**src/rtl/mem_burst_initiator_if.sv**
```systemverilog
// Bundle of request, write-beat, response and memory-helper signals for mem_burst_initiator.
// master = initiator side, slave = requester/memory environment side.
interface mem_burst_initiator_if #(
    parameter int LEN_W = 8
) ();
    logic             req_valid;
    logic             req_ready;
    logic             req_write;
    logic [63:0]      req_index;
    logic [LEN_W-1:0] req_len;
    logic             wr_valid;
    logic             wr_ready;
    logic [63:0]      wr_data;
    logic [63:0]      wr_mask;
    logic             rsp_valid;
    logic             rsp_ready;
    logic [63:0]      rsp_data;
    logic             rsp_last;
    logic             wr_done;
    logic             req_err;
    logic             busy;
    logic             mem_enable;
    logic             mem_r_enable;
    logic [63:0]      mem_r_index;
    logic [63:0]      mem_r_data;
    logic             mem_w_enable;
    logic [63:0]      mem_w_index;
    logic [63:0]      mem_w_data;
    logic [63:0]      mem_w_mask;

    modport master (
        input  req_valid, req_write, req_index, req_len,
        input  wr_valid, wr_data, wr_mask, rsp_ready, mem_r_data,
        output req_ready, wr_ready, rsp_valid, rsp_data, rsp_last,
        output wr_done, req_err, busy, mem_enable,
        output mem_r_enable, mem_r_index, mem_w_enable, mem_w_index, mem_w_data, mem_w_mask
    );

    modport slave (
        output req_valid, req_write, req_index, req_len,
        output wr_valid, wr_data, wr_mask, rsp_ready, mem_r_data,
        input  req_ready, wr_ready, rsp_valid, rsp_data, rsp_last,
        input  wr_done, req_err, busy, mem_enable,
        input  mem_r_enable, mem_r_index, mem_w_enable, mem_w_index, mem_w_data, mem_w_mask
    );
endinterface

```
**src/rtl/mem_burst_initiator.sv**
```systemverilog
// Burst requester for the word-indexed memory helper: one request -> per-cycle strobes, reads via a response FIFO.
// Optional macro MEM_RANGE_CHECK_EN rejects requests that reach past MEM_WORDS.
module mem_burst_initiator #(
    parameter int RSP_DEPTH = 4,
    parameter int LEN_W     = 8
`ifdef MEM_RANGE_CHECK_EN
    ,
    parameter logic [63:0] MEM_WORDS = 64'd536870912
`endif
) (
    input  logic                  clock_i,
    input  logic                  reset_n_i,
    mem_burst_initiator_if.master bus
);
    localparam int PW = $clog2(RSP_DEPTH);
    localparam int CW = PW + 1;
    localparam logic [CW:0] DEPTH_C = (CW+1)'(RSP_DEPTH);

    typedef enum logic [1:0] {
        ST_IDLE  = 2'd0,
        ST_READ  = 2'd1,
        ST_DRAIN = 2'd2,
        ST_WRITE = 2'd3
    } state_t;

    state_t           state_q;
    logic [63:0]      idx_q;
    logic [LEN_W-1:0] cnt_q;
    logic             inflight_q;
    logic             inflight_last_q;
    logic             wr_done_q;
    logic             req_err_q;
    logic [64:0]      fifo_q [RSP_DEPTH];
    logic [PW-1:0]    wp_q;
    logic [PW-1:0]    rp_q;
    logic [CW-1:0]    count_q;

    logic             accept_s;
    logic             range_bad_s;
    logic             issue_s;
    logic             beat_s;
    logic             last_s;
    logic             push_s;
    logic             pop_s;
    logic [CW:0]      occ_s;

    // Handshakes; a read is issued only if its data is guaranteed a FIFO slot (queued + in flight).
    always_comb begin
        accept_s = bus.req_valid && (state_q == ST_IDLE);
        occ_s    = {1'b0, count_q} + {{CW{1'b0}}, inflight_q};
        issue_s  = (state_q == ST_READ) && (occ_s < DEPTH_C);
        beat_s   = (state_q == ST_WRITE) && bus.wr_valid;
        last_s   = (cnt_q == {LEN_W{1'b0}});
        push_s   = inflight_q;
        pop_s    = (count_q != {CW{1'b0}}) && bus.rsp_ready;
    end

`ifdef MEM_RANGE_CHECK_EN
    logic [64:0] end_idx_s;

    // 65-bit end index so a wrapping request counts as out of range.
    always_comb begin
        end_idx_s   = {1'b0, bus.req_index} + {{(65-LEN_W){1'b0}}, bus.req_len};
        range_bad_s = (end_idx_s >= {1'b0, MEM_WORDS});
    end
`else
    assign range_bad_s = 1'b0;
`endif

    // Burst FSM, beat counter, in-flight tracking and FIFO pointers.
    always_ff @(posedge clock_i or negedge reset_n_i) begin
        if (!reset_n_i) begin
            state_q         <= ST_IDLE;
            idx_q           <= 64'd0;
            cnt_q           <= {LEN_W{1'b0}};
            inflight_q      <= 1'b0;
            inflight_last_q <= 1'b0;
            wr_done_q       <= 1'b0;
            req_err_q       <= 1'b0;
            wp_q            <= {PW{1'b0}};
            rp_q            <= {PW{1'b0}};
            count_q         <= {CW{1'b0}};
        end else begin
            wr_done_q       <= 1'b0;
            req_err_q       <= 1'b0;
            inflight_q      <= issue_s;
            inflight_last_q <= issue_s && last_s;
            if (push_s) begin
                wp_q <= wp_q + PW'(1);
            end
            if (pop_s) begin
                rp_q <= rp_q + PW'(1);
            end
            count_q <= count_q + {{(CW-1){1'b0}}, push_s} - {{(CW-1){1'b0}}, pop_s};
            case (state_q)
                ST_IDLE: begin
                    if (accept_s) begin
                        idx_q <= bus.req_index;
                        cnt_q <= bus.req_len;
                        if (range_bad_s) begin
                            req_err_q <= 1'b1;
                        end else if (bus.req_write) begin
                            state_q <= ST_WRITE;
                        end else begin
                            state_q <= ST_READ;
                        end
                    end
                end
                ST_READ: begin
                    if (issue_s) begin
                        idx_q <= idx_q + 64'd1;
                        cnt_q <= cnt_q - LEN_W'(1);
                        if (last_s) begin
                            state_q <= ST_DRAIN;
                        end
                    end
                end
                ST_DRAIN: begin
                    state_q <= ST_IDLE;
                end
                ST_WRITE: begin
                    if (beat_s) begin
                        idx_q <= idx_q + 64'd1;
                        cnt_q <= cnt_q - LEN_W'(1);
                        if (last_s) begin
                            state_q   <= ST_IDLE;
                            wr_done_q <= 1'b1;
                        end
                    end
                end
                default: begin
                    state_q <= ST_IDLE;
                end
            endcase
        end
    end

    // Response storage: data plus last-beat flag; contents are don't-care while empty.
    always_ff @(posedge clock_i) begin
        if (push_s) begin
            fifo_q[wp_q] <= {inflight_last_q, bus.mem_r_data};
        end
    end

    assign bus.req_ready    = (state_q == ST_IDLE);
    assign bus.wr_ready     = (state_q == ST_WRITE);
    assign bus.mem_r_enable = issue_s;
    assign bus.mem_r_index  = idx_q;
    assign bus.mem_w_enable = beat_s;
    assign bus.mem_w_index  = idx_q;
    assign bus.mem_w_data   = beat_s ? bus.wr_data : 64'd0;
    assign bus.mem_w_mask   = beat_s ? bus.wr_mask : 64'd0;
    assign bus.mem_enable   = issue_s || beat_s;
    assign bus.rsp_valid    = (count_q != {CW{1'b0}});
    assign bus.rsp_data     = bus.rsp_valid ? fifo_q[rp_q][63:0] : 64'd0;
    assign bus.rsp_last     = bus.rsp_valid ? fifo_q[rp_q][64] : 1'b0;
    assign bus.wr_done      = wr_done_q;
    assign bus.req_err      = req_err_q;
    assign bus.busy         = (state_q != ST_IDLE) || inflight_q;
endmodule

```
**src/flat_wrapper.sv**
```systemverilog
// flat-port wrapper written by rule: the top's interface ports become plain ports
module mem_burst_initiator_flat 
#(
    parameter int RSP_DEPTH = 4,
    parameter int LEN_W     = 8

)
  (clock_i, reset_n_i, bus_req_valid, bus_req_write, bus_req_index, bus_req_len, bus_wr_valid, bus_wr_data, bus_wr_mask, bus_rsp_ready, bus_mem_r_data, bus_req_ready, bus_wr_ready, bus_rsp_valid, bus_rsp_data, bus_rsp_last, bus_wr_done, bus_req_err, bus_busy, bus_mem_enable, bus_mem_r_enable, bus_mem_r_index, bus_mem_w_enable, bus_mem_w_index, bus_mem_w_data, bus_mem_w_mask);
  mem_burst_initiator_if #(.LEN_W(LEN_W)) bus_i ();
  input  logic clock_i;
  input  logic reset_n_i;
  input wire logic [$bits(bus_i.req_valid)-1:0] bus_req_valid;
  input wire logic [$bits(bus_i.req_write)-1:0] bus_req_write;
  input wire logic [$bits(bus_i.req_index)-1:0] bus_req_index;
  input wire logic [$bits(bus_i.req_len)-1:0] bus_req_len;
  input wire logic [$bits(bus_i.wr_valid)-1:0] bus_wr_valid;
  input wire logic [$bits(bus_i.wr_data)-1:0] bus_wr_data;
  input wire logic [$bits(bus_i.wr_mask)-1:0] bus_wr_mask;
  input wire logic [$bits(bus_i.rsp_ready)-1:0] bus_rsp_ready;
  input wire logic [$bits(bus_i.mem_r_data)-1:0] bus_mem_r_data;
  output wire logic [$bits(bus_i.req_ready)-1:0] bus_req_ready;
  output wire logic [$bits(bus_i.wr_ready)-1:0] bus_wr_ready;
  output wire logic [$bits(bus_i.rsp_valid)-1:0] bus_rsp_valid;
  output wire logic [$bits(bus_i.rsp_data)-1:0] bus_rsp_data;
  output wire logic [$bits(bus_i.rsp_last)-1:0] bus_rsp_last;
  output wire logic [$bits(bus_i.wr_done)-1:0] bus_wr_done;
  output wire logic [$bits(bus_i.req_err)-1:0] bus_req_err;
  output wire logic [$bits(bus_i.busy)-1:0] bus_busy;
  output wire logic [$bits(bus_i.mem_enable)-1:0] bus_mem_enable;
  output wire logic [$bits(bus_i.mem_r_enable)-1:0] bus_mem_r_enable;
  output wire logic [$bits(bus_i.mem_r_index)-1:0] bus_mem_r_index;
  output wire logic [$bits(bus_i.mem_w_enable)-1:0] bus_mem_w_enable;
  output wire logic [$bits(bus_i.mem_w_index)-1:0] bus_mem_w_index;
  output wire logic [$bits(bus_i.mem_w_data)-1:0] bus_mem_w_data;
  output wire logic [$bits(bus_i.mem_w_mask)-1:0] bus_mem_w_mask;
  assign bus_i.req_valid = bus_req_valid;
  assign bus_i.req_write = bus_req_write;
  assign bus_i.req_index = bus_req_index;
  assign bus_i.req_len = bus_req_len;
  assign bus_i.wr_valid = bus_wr_valid;
  assign bus_i.wr_data = bus_wr_data;
  assign bus_i.wr_mask = bus_wr_mask;
  assign bus_i.rsp_ready = bus_rsp_ready;
  assign bus_i.mem_r_data = bus_mem_r_data;
  assign bus_req_ready = bus_i.req_ready;
  assign bus_wr_ready = bus_i.wr_ready;
  assign bus_rsp_valid = bus_i.rsp_valid;
  assign bus_rsp_data = bus_i.rsp_data;
  assign bus_rsp_last = bus_i.rsp_last;
  assign bus_wr_done = bus_i.wr_done;
  assign bus_req_err = bus_i.req_err;
  assign bus_busy = bus_i.busy;
  assign bus_mem_enable = bus_i.mem_enable;
  assign bus_mem_r_enable = bus_i.mem_r_enable;
  assign bus_mem_r_index = bus_i.mem_r_index;
  assign bus_mem_w_enable = bus_i.mem_w_enable;
  assign bus_mem_w_index = bus_i.mem_w_index;
  assign bus_mem_w_data = bus_i.mem_w_data;
  assign bus_mem_w_mask = bus_i.mem_w_mask;
  mem_burst_initiator #(.RSP_DEPTH(RSP_DEPTH), .LEN_W(LEN_W)) u_core (.clock_i(clock_i), .reset_n_i(reset_n_i), .bus(bus_i));
endmodule
```
**config.mk**
```make
export PLATFORM = sky130hd
export DESIGN_NAME = mem_burst_initiator_flat
export DESIGN_NICKNAME = d
export VERILOG_FILES = /design/src/rtl/mem_burst_initiator_if.sv /design/src/rtl/mem_burst_initiator.sv /design/src/flat_wrapper.sv
export SDC_FILE = /design/constraint.sdc
export NUM_CORES = 1
export LEC_CHECK = 0
export CORE_MARGIN = 2
export CORE_UTILIZATION = 25
export DETAILED_ROUTE_END_ITERATION = 12
export GPL_TIMING_DRIVEN = 0
export MAX_ROUTING_LAYER = met4
export PLACE_DENSITY = 0.6
export SYNTH_ARGS = -nofsm -noshare
export SYNTH_HDL_FRONTEND = slang
export SYNTH_SLANG_ARGS = --single-unit
```
**constraint.sdc**
```tcl
create_clock -name clock_i -period 3.37 [get_ports clock_i]
set_input_delay 0.8425 -clock clock_i [delete_from_list [all_inputs] [get_ports clock_i]]
set_output_delay 0.8425 -clock clock_i [all_outputs]
set_load 0.03 [all_outputs]
```
# Yosys cells after proc, flatten, opt, wreduce, memory -nomap -nowiden

Memories as Yosys holds them, arrays and structs flattened.
Index checks and enable logic that the tools add are counted.

Flip-flop bits (word level): 84
RAM bits: 260
Input port bits: 270
Word-level logic and storage cells: 64
Memories kept: 1

Add/subtract/negate cells: 7
Order comparisons: 1
Eq/ne operators: 8
Muxes and demuxes: 24
Reductions and logical operators: 14

Memory list:

| name          | words | bits a word | read ports | clocked after memory_dff | write ports | RTL line                  | source |
|---|---|---|---|---|---|---|---|
| u_core.fifo_q | 4     | 65          | 1          | 0                        | 1           | mem_burst_initiator.sv:33 | `logic [64:0] fifo_q [RSP_DEPTH];` |

Operator list:

| kind                  | count |
|---|---|
| $mux 64               | 6 |
| $pmux 64 s3           | 1 |
| $add 64x1->64 const B | 1 |
| $mux 8                | 3 |
| $pmux 8 s3            | 1 |
| $mux 2                | 6 |
| $ne 2x1->1 const B    | 5 |
| $logic_not 8->1       | 1 |
| $pmux 2 s4            | 1 |
| $sub 8x1->8 const B   | 1 |
| $mux 1                | 6 |
| $reduce_bool 3->1     | 2 |
| $logic_and 1x1->1     | 5 |
| $reduce_and 5->1      | 1 |
| $add 2x1->2 const B   | 2 |
| $add 3x1->4           | 1 |
| $eq 2x2->1 const B    | 2 |
| $lt 4x3->1 const B    | 1 |
| $reduce_and 4->1      | 1 |
| $add 3x1->3           | 1 |
| $sub 3x1->3           | 1 |
| $eq 2x1->1 const B    | 1 |
| $logic_not 2->1       | 1 |
| $logic_or 1x1->1      | 2 |
| $reduce_bool 2->1     | 1 |

# Longest topological paths before layout

Word-level depth: 5
Depth in mapped cells: 9

# Worst setup path before layout

No wires, ideal clock.

Path kind: reg-to-output
Start point: register u_core.state_q[1]
End point: output port bus_mem_w_data[54]
Data arrival time: 2.128 ns
Required time: 2.528 ns
Slack: 0.399 ns
Stages on the path, launching flop included: 8
Cell sequence: dfrtp_1 > buf_2 > inv_1 > nor2_1 > nand2_1 > inv_1 > clkbuf_1 > and2_1

Longest elaborated chain between the ends: 3

Ends and longest elaborated chain:

| item                   | RTL line                   | source |
|---|---|---|
| from (decl)            | mem_burst_initiator.sv:26  | `state_t state_q;` |
| from (signal assigned) | mem_burst_initiator.sv:73  | `state_q <= ST_IDLE;` |
| from (signal assigned) | mem_burst_initiator.sv:103 | `state_q <= ST_WRITE;` |
| from (signal assigned) | mem_burst_initiator.sv:105 | `state_q <= ST_READ;` |
| $eq 2x2->1             | --                         |  |
| via bus_wr_ready       | flat_wrapper.sv:22         | `output wire logic [$bits(bus_i.wr_ready)-1:0] bus_wr_ready;` |
| $logic_and 1x1->1      | mem_burst_initiator.sv:52  | `beat_s = (state_q == ST_WRITE) && bus.wr_valid;` |
| via bus_mem_w_enable   | flat_wrapper.sv:32         | `output wire logic [$bits(bus_i.mem_w_enable)-1:0] bus_mem_w_enable;` |
| $mux 64                | mem_burst_initiator.sv:151 | `assign bus.mem_w_data = beat_s ? bus.wr_data : 64'd0;` |
| to (decl)              | flat_wrapper.sv:34         | `output wire logic [$bits(bus_i.mem_w_data)-1:0] bus_mem_w_data;` |

The timed path passes the listed nets, and every way through them passes these cells.

# Worst setup path in the final report

Start point: register u_core.state_q[1]
End point: output port bus_mem_w_mask[49]

Longest elaborated chain between the ends: 3

Ends and longest elaborated chain:

| item              | RTL line                   | source |
|---|---|---|
| $eq 2x2->1        | mem_burst_initiator.sv:52  |  |
| $logic_and 1x1->1 | mem_burst_initiator.sv:52  |  |
| $mux 64           | mem_burst_initiator.sv:152 | `assign bus.mem_w_mask = beat_s ? bus.wr_mask : 64'd0;` |
| to (decl)         | flat_wrapper.sv:35         | `output wire logic [$bits(bus_i.mem_w_mask)-1:0] bus_mem_w_mask;` |

No other way between the ends.

==> impl_metrics.prom <==
# TYPE chip_impl_metric gauge
chip_impl_metric{name="worst_slack",unit="ns"} 0.0911
chip_impl_info{name="worstPathCellList",value="buf_6 -> inv_1 -> nor2_4 -> nand2_1 -> inv_4 -> clkbuf_8 -> clkbuf_2 -> and2_1 -> buf_2"} 1
chip_impl_metric{name="grt_pass1_vias",unit=""} 13599
chip_impl_metric{name="total_power",unit="mW"} 23.5
chip_impl_metric{name="design.final.nets",unit=""} 2238
chip_impl_metric{name="sequential_share_of_power",unit=""} 0.294
chip_impl_metric{name="post_dp_cell_area",unit="um^2"} 24100
chip_impl_metric{name="required",unit="ns"} 2.53
chip_impl_info{name="rsz0062_at_grt",value="yes"} 1
chip_impl_metric{name="timing.max_slew.rel_slack",unit=""} 0.470
chip_impl_metric{name="crit_arrival",unit="ns"} 2.44
chip_impl_metric{name="hold_violations",unit=""} 0
chip_impl_info{name="root_buffer",value="sky130_fd_sc_hd__clkbuf_16"} 1
chip_impl_metric{name="detail_route.drc_violations",unit=""} 0
chip_impl_metric{name="share_clk_of_total_power",unit=""} 0.186
chip_impl_metric{name="drive_gt1_frac",unit=""} 0.213
chip_impl_metric{name="firstDrtPassIters",unit=""} 8
chip_impl_info{name="run_status",value="complete, no violations"} 1
chip_impl_metric{name="fp.dieArea",unit="um^2"} 69500
chip_impl_metric{name="dpl.hpwl",unit="mm"} 50.7
chip_impl_metric{name="die_height",unit="um"} 264
chip_impl_metric{name="power_switching_share",unit=""} 0.430
chip_impl_metric{name="p_per_area",unit="nW/um^2"} 933
chip_impl_info{name="ys.flop_type",value="sky130_fd_sc_hd__edfxtp_1"} 1
chip_impl_metric{name="clock-sinks",unit=""} 344
chip_impl_metric{name="detail-route-antenna-nets",unit=""} 0
chip_impl_metric{name="start_util",unit=""} 0.252
chip_impl_metric{name="portBuffers",unit=""} 598
chip_impl_metric{name="worst_pin_slew",unit="ns"} 0.795
chip_impl_metric{name="cts_buffer_depth",unit=""} 3
chip_impl_metric{name="fin_area",unit="um^2"} 25200
chip_impl_metric{name="track_usage",unit=""} 0.191
chip_impl_metric{name="yosysWarnings",unit=""} 0
chip_impl_metric{name="max_capacitance_violation_count",unit=""} 0
chip_impl_metric{name="post_drt_via_cell_ratio",unit=""} 4.62
chip_impl_metric{name="gp_congestion",unit=""} 0.957
chip_impl_metric{name="grt_overflow_total",unit=""} 0
chip_impl_metric{name="critical_path.max_fanout",unit=""} 10
chip_impl_metric{name="power.internal",unit="mW"} 13.4
chip_impl_metric{name="post_drt_wl_per_cell",unit="um"} 23.1
chip_impl_metric{name="grt_max_degree",unit=""} 51
chip_impl_info{name="layout_commonest_cell",value="sky130_fd_sc_hd__clkdlybuf4s50_1"} 1
chip_impl_metric{name="first_iter_violations",unit=""} 1043
chip_impl_info{name="most-common-layout-cells",value="400 x sky130_fd_sc_hd__clkdlybuf4s50_1, 260 x sky130_fd_sc_hd__edfxtp_1, 183 x sky130_fd_sc_hd__and2_1, 122 x sky130_fd_sc_hd__nand2_1, 81 x sky130_fd_sc_hd__dfrtp_1"} 1
chip_impl_metric{name="io-pin-count",unit=""} 600
chip_impl_metric{name="core",unit="um^2"} 66900
chip_impl_metric{name="postSynthRegisterBits",unit=""} 344
chip_impl_metric{name="detailroute.via_count",unit=""} 13280
chip_impl_metric{name="fmax",unit="MHz"} 305
chip_impl_info{name="timing_worst_setup_path_type",value="reg2out"} 1
chip_impl_metric{name="area_delta_synth_final",unit="%"} 49.8
chip_impl_metric{name="clk_pin_slew",unit="ns"} 0.06
chip_impl_metric{name="finalSetupViolations",unit=""} 0
chip_impl_metric{name="htree_levels",unit=""} 2
chip_impl_metric{name="detailedPlace.worstSlack",unit="ns"} -1.30
chip_impl_metric{name="syn-cell-area",unit="um^2"} 16900
chip_impl_info{name="hp-class",value="in2async"} 1
chip_impl_metric{name="antenna_violations_before_repair",unit=""} 20
chip_impl_metric{name="cts_inserted_buffers",unit=""} 40
chip_impl_metric{name="switching_power",unit="mW"} 10.1
chip_impl_metric{name="timing.final.max_slew_violations",unit=""} 0
chip_impl_metric{name="postSynthCellCount",unit=""} 1310
chip_impl_metric{name="r2r.worst_path.cells",unit=""} 10
chip_impl_metric{name="fp.dieW",unit="um"} 264
chip_impl_metric{name="p_leak",unit="nW"} 9.64
chip_impl_info{name="tritoncts",value="built"} 1
chip_impl_metric{name="synth-edff-count",unit=""} 260
chip_impl_metric{name="totalWireLength",unit="mm"} 66.5
chip_impl_metric{name="layout_worst_path_cycle_share",unit=""} 0.973
chip_impl_metric{name="timing.clock.skew",unit="ns"} 0.0356
chip_impl_metric{name="fillCellCount",unit=""} 6506
chip_impl_metric{name="p_comb_frac",unit=""} 0.520
chip_impl_metric{name="syn-num-nets",unit=""} 1591
chip_impl_info{name="cp_slowest_cell",value="sky130_fd_sc_hd__dfrtp_1"} 1
chip_impl_metric{name="period_minus_slack",unit="ns"} 3.28
chip_impl_metric{name="syn_avg_cell_area",unit="um^2"} 12.9
chip_impl_metric{name="peakVddDrop",unit="V"} 0.000601
chip_impl_metric{name="post_synth_num_cell_types",unit=""} 59
chip_impl_info{name="kind_of_end_point_of_the_critical_path",value="output port"} 1
chip_impl_metric{name="synth_async_sr_flop_share",unit=""} 0.244
chip_impl_metric{name="critPathMaxStageDelay",unit="ns"} 0.39
chip_impl_metric{name="grt_pass1_wl",unit="mm"} 94.6
chip_impl_metric{name="rows",unit=""} 95
chip_impl_metric{name="clkLatencyLatePin",unit="ns"} 0.58
chip_impl_info{name="worst_setup_path_start_kind",value="flip-flop"} 1
chip_impl_metric{name="synth.yosys.seq_area_share",unit=""} 0.588
-- state kept, by name, indices dropped and copies added, names as in the netlist --
name and cells:
u_core.bus.wr_done 1, u_core.inflight_q 1, u_core.fifo_q 260, u_core.rp_q 2, u_core.cnt_q 8, u_core.count_q 3
u_core.inflight_last_q 1, u_core.bus.mem_r_index 64, u_core.wp_q 2, u_core.state_q 2
-- final timing paths --
kind	slack, ns	to	startpoint
setup / recovery	0.09	bus_mem_w_mask[49]	u_core.state_q[1]$_DFFE_PN0P_
hold / removal	0.31	u_core.bus.mem_r_index[16]$_DFFE_PN0P_	reset_n_i
setup reg to reg	0.59	u_core.state_q[1]$_DFFE_PN0P_	u_core.count_q[2]$_DFF_PN0_
hold reg to reg	0.50	u_core.fifo_q[2][64]$_DFFE_PP_	u_core.inflight_last_q$_DFF_PN0_
max in group asynchronous	2.40	u_core.state_q[0]$_DFFE_PN0P_	reset_n_i
min in group clock_i	0.50	u_core.fifo_q[2][64]$_DFFE_PP_	u_core.inflight_last_q$_DFF_PN0_
-- per-stage QoR --
| step | cells | TNS, ns | util | hold WS, ns |
|---|---|---|---|---|
| floorplan | 1310 | 0 | - | 0.455 |
| global placement | 2781 | -456.23 | 0.358 | 0.466 |
| detailed placement | 2786 | -134.32 | 0.360 | 0.475 |
| CTS | 2861 | 0 | 0.381 | 0.297 |
| global route | 2873 | -0.00649 | 0.377 | 0.331 |
| finish | 2875 | 0 | 0.377 | 0.309 |
-- critical path, delay by kind of cell, from the launching register on --
kind / cells / cell delay (ns)
and+or+nand+nor: 3 / 0.51
buffers and inverters: 6 / 0.92
DFF: 1 / 0.39
-- synth_stat cells, types with 5 or more instances --
cell type                  count  area, um^2
sky130_fd_sc_hd__a211oi_1     11        82.6
sky130_fd_sc_hd__a21oi_1      62         310
sky130_fd_sc_hd__a311oi_1      6        52.6
sky130_fd_sc_hd__and2_1      199        1240
sky130_fd_sc_hd__and3_1       48         300
sky130_fd_sc_hd__and4_1        7        61.3
sky130_fd_sc_hd__buf_1         7        26.3
sky130_fd_sc_hd__buf_2        16        80.1
sky130_fd_sc_hd__buf_4        66         495
sky130_fd_sc_hd__clkbuf_1     53         199
sky130_fd_sc_hd__dfrtp_1      84        2100
sky130_fd_sc_hd__edfxtp_1    260        7810
sky130_fd_sc_hd__ha_1         10         125
sky130_fd_sc_hd__inv_1        20        75.1
sky130_fd_sc_hd__mux4_2       65        1460
sky130_fd_sc_hd__nand2_1     122         458
sky130_fd_sc_hd__nand3_1      23         115
sky130_fd_sc_hd__nand4_1      24         150
sky130_fd_sc_hd__nand4_2       5        62.6
sky130_fd_sc_hd__nor2_1       47         176
sky130_fd_sc_hd__nor3_1       26         130
sky130_fd_sc_hd__nor3_2        5        50.1
sky130_fd_sc_hd__nor4_1       18         113
sky130_fd_sc_hd__nor4_2        5        62.6
sky130_fd_sc_hd__o21ai_0       9        45.0
sky130_fd_sc_hd__o22ai_1      10        62.6
sky130_fd_sc_hd__xnor2_1      51         447
sky130_fd_sc_hd__xor2_1       11        96.3
-- cell families (layout without fill, tap and decap cells) --
group	after synthesis	in the layout	synth area share
multiplexers	69	69	0.0901
adder cells (fa/ha/maj)	11	11	0.00861
XOR/XNOR	62	62	0.0322
other	1	15	0.000223
AND/OR/NAND/NOR	545	545	0.185
buffers and inverters	165	843	0.0535
AO/OA/AOI/OAI	113	113	0.0422
flip-flops	344	344	0.588
-- what timing repair did --
action / CTS / global route
setup buffers: 4 / 0
resized for setup: 523 / 166
pin swaps: 0 / 0
hold buffers: 0 / 0
setup endpoints to repair: 199 / 142
hold endpoints to repair: 0 / 0
cloned: 1 / 0
-- power groups by stage --
| stage | Sequential (mW) | Combinational [mW] | Clock [mW] |
|---|---|---|---|
| after floorplan | 7.25 | 6.91 | 0 |
| after global placement | 7.00 | 12.5 | 0 |
| after detailed placement | 6.96 | 12.7 | 0 |
| after CTS | 6.91 | 12.4 | 4.51 |
| after global routing | 7.05 | 13.0 | 4.67 |
| final | 6.91 | 12.2 | 4.39 |
-- metal layers --
layer,GRT usage,part of all wire,vias to the layer above
met5,-,0,-
met4,0.0490,0.022,0
met3,0.0517,0.091,89
met2,0.296,0.46,578
met1,0.248,0.43,6577
li1,-,-,6036
-- area by class of cell --
| cell class | count | area (um^2) | area share |
|---|---|---|---|
| sequential | 344 | 9910 | 0.393 |
| inverter | 21 | 81.3 | 0.00322 |
| clock inverter | 29 | 319 | 0.0126 |
| antenna | 14 | 35.0 | 0.00139 |
| buffer | 141 | 971 | 0.0385 |
| timing repair buffer | 608 | 5720 | 0.227 |
| multi-input combinational | 801 | 6090 | 0.241 |
| clock buffer | 44 | 1020 | 0.0403 |
| tap | 873 | 1090 | 0.0433 |
No activity file was read; power rests on OpenSTA's default activity.
==> edit 1: new RTL, config.mk and constraints unchanged <==
Build with the macro `MEM_RANGE_CHECK_EN` defined.
--- a/src/rtl/mem_burst_initiator.sv
+++ b/src/rtl/mem_burst_initiator.sv
@@ -1,5 +1,7 @@
 // Burst requester for the word-indexed memory helper: one request -> per-cycle strobes, reads via a response FIFO.
 // Optional macro MEM_RANGE_CHECK_EN rejects requests that reach past MEM_WORDS.
+`define MEM_RANGE_CHECK_EN
+
 module mem_burst_initiator #(
     parameter int RSP_DEPTH = 4,
     parameter int LEN_W     = 8
Function: changed (Yosys sat finds a counterexample within 4 cycles, from zero or initial values and one cycle with reset_n_i low).
==> edit 1 against the unedited design <==
  * Global-route usage fell by 2.0 points
  * First-iteration DRC count increased by 2.9%
  * Routed wire length shrank 5.4%
  * Sequential cell count rose by 1
  * Area after synthesis grew 2.9%
  * Highest routed layer unchanged
  * Worst setup slack worse by 0.069 ns
  * Worst hold slack lost 0.11 ns
  * Register-to-register slack worse by 0.33 ns
  * Cell area up 4.8%
  * Die area rose by 2.8%
  * Sequential share of layout area is 1.7 points lower
Power is not compared: it rests on default switching activity, and its combinational part moved more than twofold at a synthesized area within 25%.
==> edit 1: results (changes against the unedited design) <==
Port Buffer Count 593 (-0.84%); Vias 14400 (+8.3%); Syn Nets 1691 (+6.3%); Nets 2346 (+4.8%); Synth Area in XOR/XNOR 0.808% (-2.4 points); routed wire length 62900 um (-5.4%); reg-to-reg slack, setup 0.26 ns (-0.33 ns); minimum clock period 3.35 ns (+0.0686 ns); Critical Path Slowest Stage Cell a2111o_1; clock skew 0.0271 ns (-0.00854 ns); outcome completed; All-Layer GR Usage 17.1% (-2.0 points); Seq/Total Area, Yosys 57.3% (-1.5 points); dpl hpwl 47100 um (-7.1%); CP arrival 3.82 ns (+1.38 ns); critical path peak fanout 3 (-7); adder-cell share of the synthesized area 1.53% (+0.67 points); worst hold slack 0.202 ns (-0.106 ns); DRT Pass-1 Iters 5 (-3); Synth async-reset ratio 24.6% (+0.22 points); Placer Congestion 0.906 (-5.4%); DP Area 24600 um2 (+2.0%); Slew HR 42.6% (-4.4 points); worst reg2reg path depth 8 (-2); compound-cell area share of the yosys netlist 7.95% (+3.7 points); largest net degree at the start of global routing 57 (+12%); Placement Setup Slack -1.27 ns (+0.0319 ns); synth top area cells edfxtp_1, dfrtp_1, mux4_2; post-synth cell types 63 (+6.8%); initial antenna violation count 12 (-40%); multiplexer share of the synthesized area 10.1% (+1.1 points); initial drt markers 1073 (+2.9%); CTS buffer count 41 (+2.5%); FF-to-FF Start u_core.state_q[0]; reg2reg end u_core.bus.mem_r_index[53]; leakage 9.95 nW
edit 1: critical path, delay by kind of cell:
kind	cells	cell delay, ns
buffers and inverters	2	0.47
XOR/XNOR	1	0.14
AND/OR/NAND/NOR	4	0.90
adder cells (fa/ha/maj)	1	0.31
AO/OA/AOI/OAI	4	1.16
edit 1: layout make-up:
type	count	area [um2]
Inverter	25	96.3
Antenna cell	13	32.5
Sequential cell	345	9940
Timing Repair Buffer	615	6140
Buffer	143	998
Multi-Input combinational cell	885	6740
Clock buffer	54	1070
Clock inverter	22	277
Tap cell	931	1160
Fill cell	6627	42100
edit 1: through the flow:
stage               power (mW)  util (%)  cells
CTS                       14.8      38.2   3010
detailed placement        10.5      35.8   2930
floorplan                 8.11         -   1401
finish                    14.6      38.6   3033
global route              15.2      38.6   3031
global placement          10.4      35.6   2925
edit 1: per-layer routing:
metal	wire length (um)	vias up	share of wire [%]	track usage [%]
met1	27000	7137	43	22.1
li1	-	6550	-	-
met3	4750	99	7.6	4.11
met2	29600	598	47	26.9
met4	1640	0	2.6	4.81
met5	0	-	0	-
edit 1: what timing repair did:
action | 4_1_cts | 5_1_grt
setup endpoints to repair | 202 | 153
hold endpoints to repair | 0 | 0
setup buffers | 6 | 11
resized for setup | 584 | 94
pin swaps | 12 | 21
edit 1: worst max-delay path by stage:
stage / start / endpoint
2_1_floorplan: bus_req_len[0] / u_core.state_q[0]
3_3_place_gp: reset_n_i / u_core.rp_q[1]
3_5_place_dp: bus_wr_valid / bus_mem_w_data[39]
4_1_cts: u_core.count_q[1] / bus_mem_enable
5_1_grt: bus_req_index[1] / u_core.state_q[1]
6_report: bus_req_index[1] / u_core.state_q[1]
==> edit 2: new RTL, same flow settings <==
Without the edit above. The 4 states of `state_t` get a one-hot encoding in 4 bits.
--- a/src/rtl/mem_burst_initiator.sv
+++ b/src/rtl/mem_burst_initiator.sv
@@ -16,11 +16,11 @@
     localparam int CW = PW + 1;
     localparam logic [CW:0] DEPTH_C = (CW+1)'(RSP_DEPTH);
 
-    typedef enum logic [1:0] {
-        ST_IDLE  = 2'd0,
-        ST_READ  = 2'd1,
-        ST_DRAIN = 2'd2,
-        ST_WRITE = 2'd3
+    typedef enum logic [3:0] {
+        ST_IDLE  = 4'b0001,
+        ST_READ  = 4'b0010,
+        ST_DRAIN = 4'b0100,
+        ST_WRITE = 4'b1000
     } state_t;
 
     state_t           state_q;
Check against the original RTL: no difference found for any inputs over 4 cycles, from zero or initial values and one cycle with reset_n_i low; so few cycles prove little.
==> edit 2 against the unedited design <==
  * Area after synthesis grew 1.8%
  * Via count grew 13%
  * Routed wire length grew 7.6%
  * Cell area grew 2.0%
  * Non-clock buffer count grew 28
  * Synthesized cell count grew 4.5%
  * Core utilization is essentially flat
  * Die area grew 1.8%
  * Worst setup slack gained 0.015 ns
  * Power grew 0.97%
  * Sequential cell count grew 2
  * Critical path type unchanged
  * Largest cell class unchanged
==> edit 2: results (changes against the unedited design) <==
vias in the first global route 15000 (+10%); Highest Signal Layer met4; outcome completed; leakage 9.95 nW (+3.2%); Nets 2299 (+2.7%); multiplexer share of the synthesized area 8.76% (-0.24 points); met1 wire length 30200 um (+6.6%); VDD IR max 607 uV (+0.98%); adder-cell share of the synthesized area 0.846% (-0.016 points); Largest register FFs 260 (unchanged); reg-to-reg slack, setup 0.20 ns (-0.39 ns); DRT Pass-1 Iters 6 (-2); Slew @ Worst Pin 1.19 ns (+0.399 ns); clock buffer depth 3 (unchanged); Synth async-reset ratio 24.9% (+0.44 points); Placer Congestion 0.928 (-3.1%); post-synth cell types 73 (+24%); Layout fillers 6679 (+2.7%); crit path to bus_mem_enable; All-Layer GR Usage 19.9% (+0.82 points); most flop-heavy register u_core.fifo_q; clk_lat worst skew 0.57 ns; met3 routed WL 5870 um (-2.5%); CTS buffer count 41 (+2.5%); layout cells sized above 1 21.8% (+0.49 points); critical path peak fanout 9 (-1); Synth Area in XOR/XNOR 0.255% (-3.0 points); vias per inst 5.09 (+10%); drt wl/cell 24.3 um (+5.3%); largest net degree at the start of global routing 46 (-9.8%); CP Launch Point u_core.count_q[1]; reg2reg end u_core.bus.mem_r_index[48]; Syn Nets 1650 (+3.7%); synth top area cells edfxtp_1, dfrtp_1, mux4_2; clock skew 0.0218 ns (-0.0138 ns); commonest cells in the netlist edfxtp_1, and3_1, dfrtp_1; worst reg2reg path depth 8 (-2); FF-to-FF Start u_core.state_q[3]; initial antenna violation count 7 (-65%); Port Buffer Count 598 (unchanged); first-pass GRT wire length 102000 um (+7.6%); dpl hpwl 52900 um (+4.2%); CP arrival 2.42 ns (-0.02 ns); Cells after Synth 1369 (+4.5%); compound-cell area share of the yosys netlist 7.92% (+3.7 points); Hold Crit Class primary input to async pin; routed length on met2 33300 um (+8.7%); initial drt markers 1338 (+28%); Seq/Total Area, Yosys 58.0% (-0.76 points); Clock Pin Slew Worst Setup and Hold Paths 0.06 ns (about the same); Ys Warns 0 (unchanged); final cell count without fillers 2938 (+2.2%)
[edit 2: what timing repair did]
item / CTS / global route
pin swaps: 2 / 5
endpoints found under the setup margin: 199 / 178
setup buffers: 2 / 6
gates resized for setup: 688 / 244
gates cloned: 1 / 0
[edit 2: per-layer routing]
metal	vias up	track usage [%]
met5	-	-
met4	0	6.44
met3	135	4.57
met2	795	31.0
met1	7482	25.7
li1	6532	-
[edit 2: final cells by class]
cell class	count	share of cell area, %
Sequential cell	346	38.7
Antenna cell	7	0.0681
Clock inverter	24	0.997
Buffer	165	4.40
Tap cell	882	4.29
Multi-Input combinational cell	832	24.7
Clock buffer	50	4.20
Inverter	20	0.292
Timing Repair Buffer	612	22.3
[edit 2: through the flow]
stage	setup WS [ns]	power (mW)	cell area (um2)
global placement	-2.27	19.3	24300
detailed placement	-1.49	19.4	24400
global route	-0.0169	24.8	25700
CTS	-0.135	23.7	25700
floorplan	0.308	13.7	17200
finish	0.106	23.8	25700
[edit 2: how the worst min path moves through the flow]
stage | end | slack, ns | start | depth (start not counted)
4_1_cts | u_core.bus.mem_r_index[26] | 0.28 | reset_n_i | 1
5_1_grt | u_core.bus.mem_r_index[26] | 0.32 | reset_n_i | 1
2_1_floorplan | u_core.fifo_q[0][64] | 0.45 | u_core.inflight_last_q | 0
6_report | u_core.bus.mem_r_index[11] | 0.31 | reset_n_i | 1
3_3_place_gp | u_core.fifo_q[2][64] | 0.49 | u_core.inflight_last_q | 0
3_5_place_dp | u_core.fifo_q[1][64] | 0.50 | u_core.inflight_last_q | 0
[edit 2: cell families after synthesis]
kind of cell             after synthesis
buffers and inverters                191
flip-flops                           346
AO/OA/AOI/OAI                        196
adder cells (fa/ha/maj)               11
AND/OR/NAND/NOR                      550
XOR/XNOR                               5
multiplexers                          69
other                                  1
[edit 2: power breakdown]
part	switching, mW	internal [mW]
Sequential	1.18	5.24
Clock	1.80	2.61
Combinational	7.64	5.30
[edit 2: worst max-delay path, stage by stage (launching register included)]
cell and delay [ns]:
dfrtp_1 0.42, ha_2 0.21, o211a_1 0.24, o221ai_2 0.27
nand3_2 0.21, buf_12 0.20, nor2_2 0.14, buf_6 0.16
